$ cat config.mk
export PLATFORM = sky130hd
export DESIGN_NAME = mem_port_arbiter
export DESIGN_NICKNAME = d
export VERILOG_FILES = /design/src/rtl/mem_arb_pkg.sv /design/src/rtl/mem_arb_starve_ctr.sv /design/src/rtl/mem_port_arbiter.sv
export SDC_FILE = /design/constraint.sdc
export NUM_CORES = 1
export LEC_CHECK = 0
export BUFFER_PORTS_ARGS = -buffer_cell sky130_fd_sc_hd__buf_2
export CORE_MARGIN = 5
export CORE_UTILIZATION = 30
export DETAILED_ROUTE_END_ITERATION = 7
export GPL_ROUTABILITY_DRIVEN = 0
export GPL_TIMING_DRIVEN = 0
export SYNTH_ARGS = -nofsm -noshare
export SYNTH_HDL_FRONTEND = slang
export SYNTH_SLANG_ARGS = --single-unit
$ cat constraint.sdc
create_clock -name clk -period 2.2 [get_ports clk]
set_input_delay 0.22 -clock clk [delete_from_list [all_inputs] [get_ports clk]]
set_output_delay 0.22 -clock clk [all_outputs]
set_load 0.01 [all_outputs]
$ cat src/rtl/mem_arb_pkg.sv
// Shared types and defaults for the fetch/data main-memory arbiter.
package mem_arb_pkg;

    localparam int unsigned MEM_LAT_DEF    = 2;
    localparam int unsigned STARVE_MAX_DEF = 4;

    typedef enum logic [1:0] {
        IDLE   = 2'd0,
        ACCESS = 2'd1,
        DONE   = 2'd2
    } state_t;

    typedef enum logic {
        OWN_F = 1'b0,
        OWN_D = 1'b1
    } owner_t;

    // Counter width able to hold values 0..n-1, never narrower than one bit.
    function automatic int unsigned cnt_width(input int unsigned n);
        return (n > 1) ? $clog2(n) : 1;
    endfunction

endpackage

$ cat src/rtl/mem_arb_starve_ctr.sv
// Saturating count of data-port wins taken while the fetch port was waiting.
module mem_arb_starve_ctr
    import mem_arb_pkg::*;
#(
    parameter int unsigned STARVE_MAX = STARVE_MAX_DEF
) (
    input  logic clk,
    input  logic rst,
    input  logic idle,
    input  logic f_req,
    input  logic f_win,
    input  logic d_win,
    output logic full_c
);

    localparam int unsigned CW = cnt_width(STARVE_MAX + 1);

    logic [CW-1:0] cnt;

    always_ff @(posedge clk or negedge rst) begin
        if (!rst) begin
            cnt <= '0;
        end else if (f_win || (idle && !f_req)) begin
            cnt <= '0;
        end else if (d_win && f_req && (cnt != CW'(STARVE_MAX))) begin
            cnt <= cnt + CW'(1);
        end
    end

    assign full_c = (cnt == CW'(STARVE_MAX));

endmodule

$ cat src/rtl/mem_port_arbiter.sv
// Single-port main-memory arbiter between instruction fetch (F) and the MEM-stage data port (D).
module mem_port_arbiter
    import mem_arb_pkg::*;
#(
    parameter int unsigned ADDR_W     = 32,
    parameter int unsigned DATA_W     = 32,
    parameter int unsigned MEM_LAT    = MEM_LAT_DEF,
    parameter int unsigned STARVE_MAX = STARVE_MAX_DEF
) (
    input  logic              clk,
    input  logic              rst,
    input  logic              f_req,
    input  logic [ADDR_W-1:0] f_addr,
    output logic              f_gnt,
    output logic              f_rvalid,
    output logic [DATA_W-1:0] f_rdata,
    input  logic              d_req,
    input  logic              d_we,
    input  logic [ADDR_W-1:0] d_addr,
    input  logic [DATA_W-1:0] d_wdata,
    output logic              d_gnt,
    output logic              d_rvalid,
    output logic [DATA_W-1:0] d_rdata,
    output logic              mem_en,
    output logic [ADDR_W-1:0] mem_addr,
    output logic [DATA_W-1:0] mem_wdata,
    input  logic [DATA_W-1:0] mem_rdata,
    output logic              stall_f,
    output logic              stall_m
);

    localparam int unsigned CNT_W = cnt_width(MEM_LAT);

    state_t             state_q, state_d;
    owner_t             owner_q, owner_d;
    logic               we_q, we_d;
    logic [CNT_W-1:0]   cnt_q, cnt_d;
    logic [ADDR_W-1:0]  mem_addr_d;
    logic [DATA_W-1:0]  mem_wdata_d, f_rdata_d, d_rdata_d;
    logic               f_gnt_d, d_gnt_d, f_rvalid_d, d_rvalid_d, mem_en_d;
    logic               idle_c, starve_full_c, f_win_c, d_win_c;

    // D wins by default; F wins alone or once D has starved it long enough.
    assign idle_c  = (state_q == IDLE);
    assign f_win_c = idle_c && f_req && (!d_req || starve_full_c);
    assign d_win_c = idle_c && d_req && !f_win_c;

    mem_arb_starve_ctr #(
        .STARVE_MAX (STARVE_MAX)
    ) u_starve (
        .clk    (clk),
        .rst    (rst),
        .idle   (idle_c),
        .f_req  (f_req),
        .f_win  (f_win_c),
        .d_win  (d_win_c),
        .full_c (starve_full_c)
    );

    always_comb begin
        state_d     = state_q;
        owner_d     = owner_q;
        we_d        = we_q;
        cnt_d       = cnt_q;
        mem_addr_d  = mem_addr;
        mem_wdata_d = mem_wdata;
        f_rdata_d   = f_rdata;
        d_rdata_d   = d_rdata;
        f_gnt_d     = 1'b0;
        d_gnt_d     = 1'b0;
        f_rvalid_d  = 1'b0;
        d_rvalid_d  = 1'b0;
        mem_en_d    = 1'b0;
        case (state_q)
            IDLE: begin
                if (f_win_c || d_win_c) begin
                    state_d    = ACCESS;
                    owner_d    = f_win_c ? OWN_F : OWN_D;
                    we_d       = d_win_c && d_we;
                    cnt_d      = CNT_W'(MEM_LAT - 1);
                    mem_addr_d = f_win_c ? f_addr : d_addr;
                    if (d_win_c) begin
                        mem_wdata_d = d_wdata;
                    end
                    f_gnt_d  = f_win_c;
                    d_gnt_d  = d_win_c;
                    mem_en_d = d_win_c && d_we;
                end
            end
            ACCESS: begin
                if (cnt_q != '0) begin
                    cnt_d = cnt_q - CNT_W'(1);
                end
                // Writes finish after the strobe cycle; reads wait for the memory latency.
                if (we_q || (cnt_q == '0)) begin
                    state_d    = DONE;
                    f_rvalid_d = (owner_q == OWN_F);
                    d_rvalid_d = (owner_q == OWN_D);
                    if (!we_q) begin
                        if (owner_q == OWN_F) begin
                            f_rdata_d = mem_rdata;
                        end else begin
                            d_rdata_d = mem_rdata;
                        end
                    end
                end
            end
            DONE: begin
                state_d = IDLE;
            end
            default: begin
                state_d = IDLE;
            end
        endcase
    end

    always_ff @(posedge clk or negedge rst) begin
        if (!rst) begin
            state_q   <= IDLE;
            owner_q   <= OWN_F;
            we_q      <= 1'b0;
            cnt_q     <= '0;
            f_gnt     <= 1'b0;
            d_gnt     <= 1'b0;
            f_rvalid  <= 1'b0;
            d_rvalid  <= 1'b0;
            mem_en    <= 1'b0;
            mem_addr  <= '0;
            mem_wdata <= '0;
            f_rdata   <= '0;
            d_rdata   <= '0;
        end else begin
            state_q   <= state_d;
            owner_q   <= owner_d;
            we_q      <= we_d;
            cnt_q     <= cnt_d;
            f_gnt     <= f_gnt_d;
            d_gnt     <= d_gnt_d;
            f_rvalid  <= f_rvalid_d;
            d_rvalid  <= d_rvalid_d;
            mem_en    <= mem_en_d;
            mem_addr  <= mem_addr_d;
            mem_wdata <= mem_wdata_d;
            f_rdata   <= f_rdata_d;
            d_rdata   <= d_rdata_d;
        end
    end

    assign stall_f = f_req && !f_rvalid;
    assign stall_m = d_req && !d_rvalid;

endmodule

==> qor.yml <==
hold_path:
  hp-class: "primary input to flop"
  whs_path_depth: 2
  hold_end: "mem_wdata[11]"
  hp-start: "d_wdata[11]"
global_route:
  grt_overflow_total: 0
  grt_pass1_wl_um: 26100
  antenna_found_initial: 1
  grt_pass1_vias: 4816
  grt_usage_pct: 14.9
  grt_max_degree: 78
timing:
  worst_slack_ns: 0.230
  fin_hold_ws_ns: 0.0386
  slew_viol_final: 0
  max_freq_mhz: 508
  slew_headroom_pct: 57.6
  fin_skew_ns: 0.0133
  rsz0062_at_grt: "no"
  fin_tns_setup_ns: 0
  worst_slew_pin_slew_ns: 0.636
  period_share_pct: 89.6
  finalHoldViolations: 0
  min_period_ns: 1.97
  setup_viol: 0
synth:
  synthXorXnorAreaFrac_pct: 0
  syn_area_mm2: 0.00592
  syn_inst: 439
  synth-edff-count: 0
  syn_avg_cell_area_um2: 13.5
  synthMuxAreaShare_pct: 18.3
  ys_types: 34
  synth_seq_cells: 141
  synth_adder_area_share_pct: 0.423
  synth_top_area_share_pct: 59.6
  synthTopCellsByCount: "141 x dfrtp_1, 94 x mux2_2, 36 x inv_1"
  ys_seq_area_share_pct: 59.6
  synth_ff_type: "dfrtp_1"
  async_flop_share_pct: 100
  synth_top_family_by_area: "multiplexers"
  yosysMostFrequentCell: "dfrtp_1"
  yosys_warnings: 0
  synth_compound_area_share_pct: 10.1
  netlist_top_cells_area: "dfrtp_1 60%, mux2_2 18%, nand4_1 3.4%"
  yosysTopAreaCell: "dfrtp_1"
  synthSimpleGateAreaFrac_pct: 6.17
  syn_nets: 574
setup_path:
  reg2reg_depth: 5
  startpoint: "state_q[0]"
  worstPathArrival_ns: 2.26
  r2r_slack_ns: 0.23
  worstSetupPathType: "flop to flop"
  r2r-start: "state_q[0]"
  worst_setup_path_start_kind: "flop"
  timing.rr.end: "mem_wdata[9]"
  crit_path_end_kind: "flop"
  worstPathMaxFanout: 10
  cp_data_required_time_ns: 2.49
route:
  wl_met2_um: 8160
  drtAntennaViolNets: 0
  routedWlPerCell_um: 16.9
  dr_wl_met3_um: 1850
  drt-initial-drc-count: 176
  wl_met1_um: 6780
  firstDrtPassIters: 4
  via_count: 4626
  routed_wl_um: 17000
  viasPerCell: 4.61
  drc: 0
  top_layer: "met5"
layout:
  final_layout_size_suffix_gt1_share_pct: 57.2
  nFillCells: 1858
  fin_cells: 1003
  ff_latch_area_mm2: 0.00353
  n_antenna_cell: 0
  area_growth_pct: 38.9
  fin_nets: 862
  final_cell_area_mm2: 0.00822
  multi_input_area_mm2: 0.00207
  post-route-util_pct: 42.3
floorplan:
  io_pins: 268
  start_util_pct: 30.4
  die_h_um: 151
  die_w_um: 151
  dieArea_mm2: 0.0227
  core_mm2: 0.0195
  rows: 51
cts:
  tritoncts: "yes"
  cts.reportedPaths.clkPinSlew_ns: 0.06
  cts.repair.resized: 0
  htreeDepth: 4
  insertion_delay_ns: 0.41
  postCtsSetupBuffers: 0
  hold_buffers: 1
  cts-root-buf: "clkbuf_16"
  cts_sinks: 141
  clk_path_buf_depth: 2
  cts_buffers: 17
place:
  io_buffers: 267
  dp_cells: 972
  dp_hpwl_um: 12700
  place_ws_ns: 0.188
  placed_area_mm2: 0.00762
job:
  drv_cap: 0
status:
  status: "completed"
power:
  p_comb_share_pct: 39.4
  p_leak_nw: 3.94
  sequentialPowerShare_pct: 37.0
  ir_drop_v: 0.000544
  p_sw_mw: 4.26
  pwr-share-clk_pct: 23.5
  total_power_mw: 12.3
  powerDensity_mw_per_mm2: 1500
  p_sw_share_pct: 34.7
  intPower_mw: 8.03
## power groups by stage
stage	combinational, mW	clock [mW]	sequential, mW
2_1_floorplan	2.23	0	5.18
3_5_place_dp	4.95	0	4.61
4_1_cts	4.96	2.99	4.58
3_3_place_gp	4.88	0	4.56
6_report	4.85	2.89	4.56
5_1_grt	5.33	3.11	4.73
## layout by cell type (no fill, tap or decap), drive strengths merged, types with 2 or more instances in the layout
master / netlist / final
inv: 36 / 36
mux2: 96 / 96
nor2: 2 / 2
nand2: 6 / 6
bufinv: 0 / 3
o31ai: 2 / 2
nand4: 32 / 32
clkinv: 0 / 6
ha: 2 / 2
o21ai: 35 / 35
and3: 2 / 2
o311ai: 32 / 32
dfrtp: 141 / 141
a21oi: 2 / 2
and2: 2 / 2
clkbuf: 19 / 39
buf: 16 / 284
nor2b: 4 / 4
## cell type report
cell class / instances / area share [%]
Clock buffer: 20 / 5.43
Sequential cell: 141 / 42.9
Clock inverter: 10 / 1.73
Timing Repair Buffer: 269 / 16.8
Tap cell: 265 / 4.03
Buffer: 35 / 2.31
Multi-Input combinational cell: 227 / 25.2
Inverter: 36 / 1.64
## metal layers
layer | GRT usage, % | up-vias
met2 | 23.9 | 206
met1 | 18.2 | 2223
met5 | 0 | -
met4 | 3.75 | 2
li1 | - | 2177
met3 | 6.83 | 18
## worst max-delay path by stage
stage          depth (start not counted)             to  slack [ns]
6_report                               5   mem_wdata[9]        0.23
3_5_place_dp                           5   mem_wdata[9]        0.19
3_3_place_gp                           1    f_rdata[15]       -1.30
5_1_grt                                5   mem_wdata[9]        0.13
2_1_floorplan                          8    mem_addr[6]        0.53
4_1_cts                                5  mem_wdata[28]        0.18
## registers in the layout, indices dropped and copies added (netlist names), 2 cells and up
name          flops
d_rdata          32
f_rdata          32
mem_addr         32
mem_wdata        32
u_starve.cnt      3
state_q           2
## cells by family after synthesis
kind of cell               count (synthesis)
adders and majority gates                  2
muxes                                     96
AOI/OAI and AO/OA                         74
DFF                                      141
buffers and inverters                     71
and+or+nand+nor                           55
## worst max-delay path, stage by stage, from the launching register on
cell and delay (ns):
dfrtp_1 0.40, nor2_2 0.35, and3_1 0.20, buf_2 0.29, buf_4 0.25, mux2_2 0.35
No activity file was read; power rests on OpenSTA's default activity.
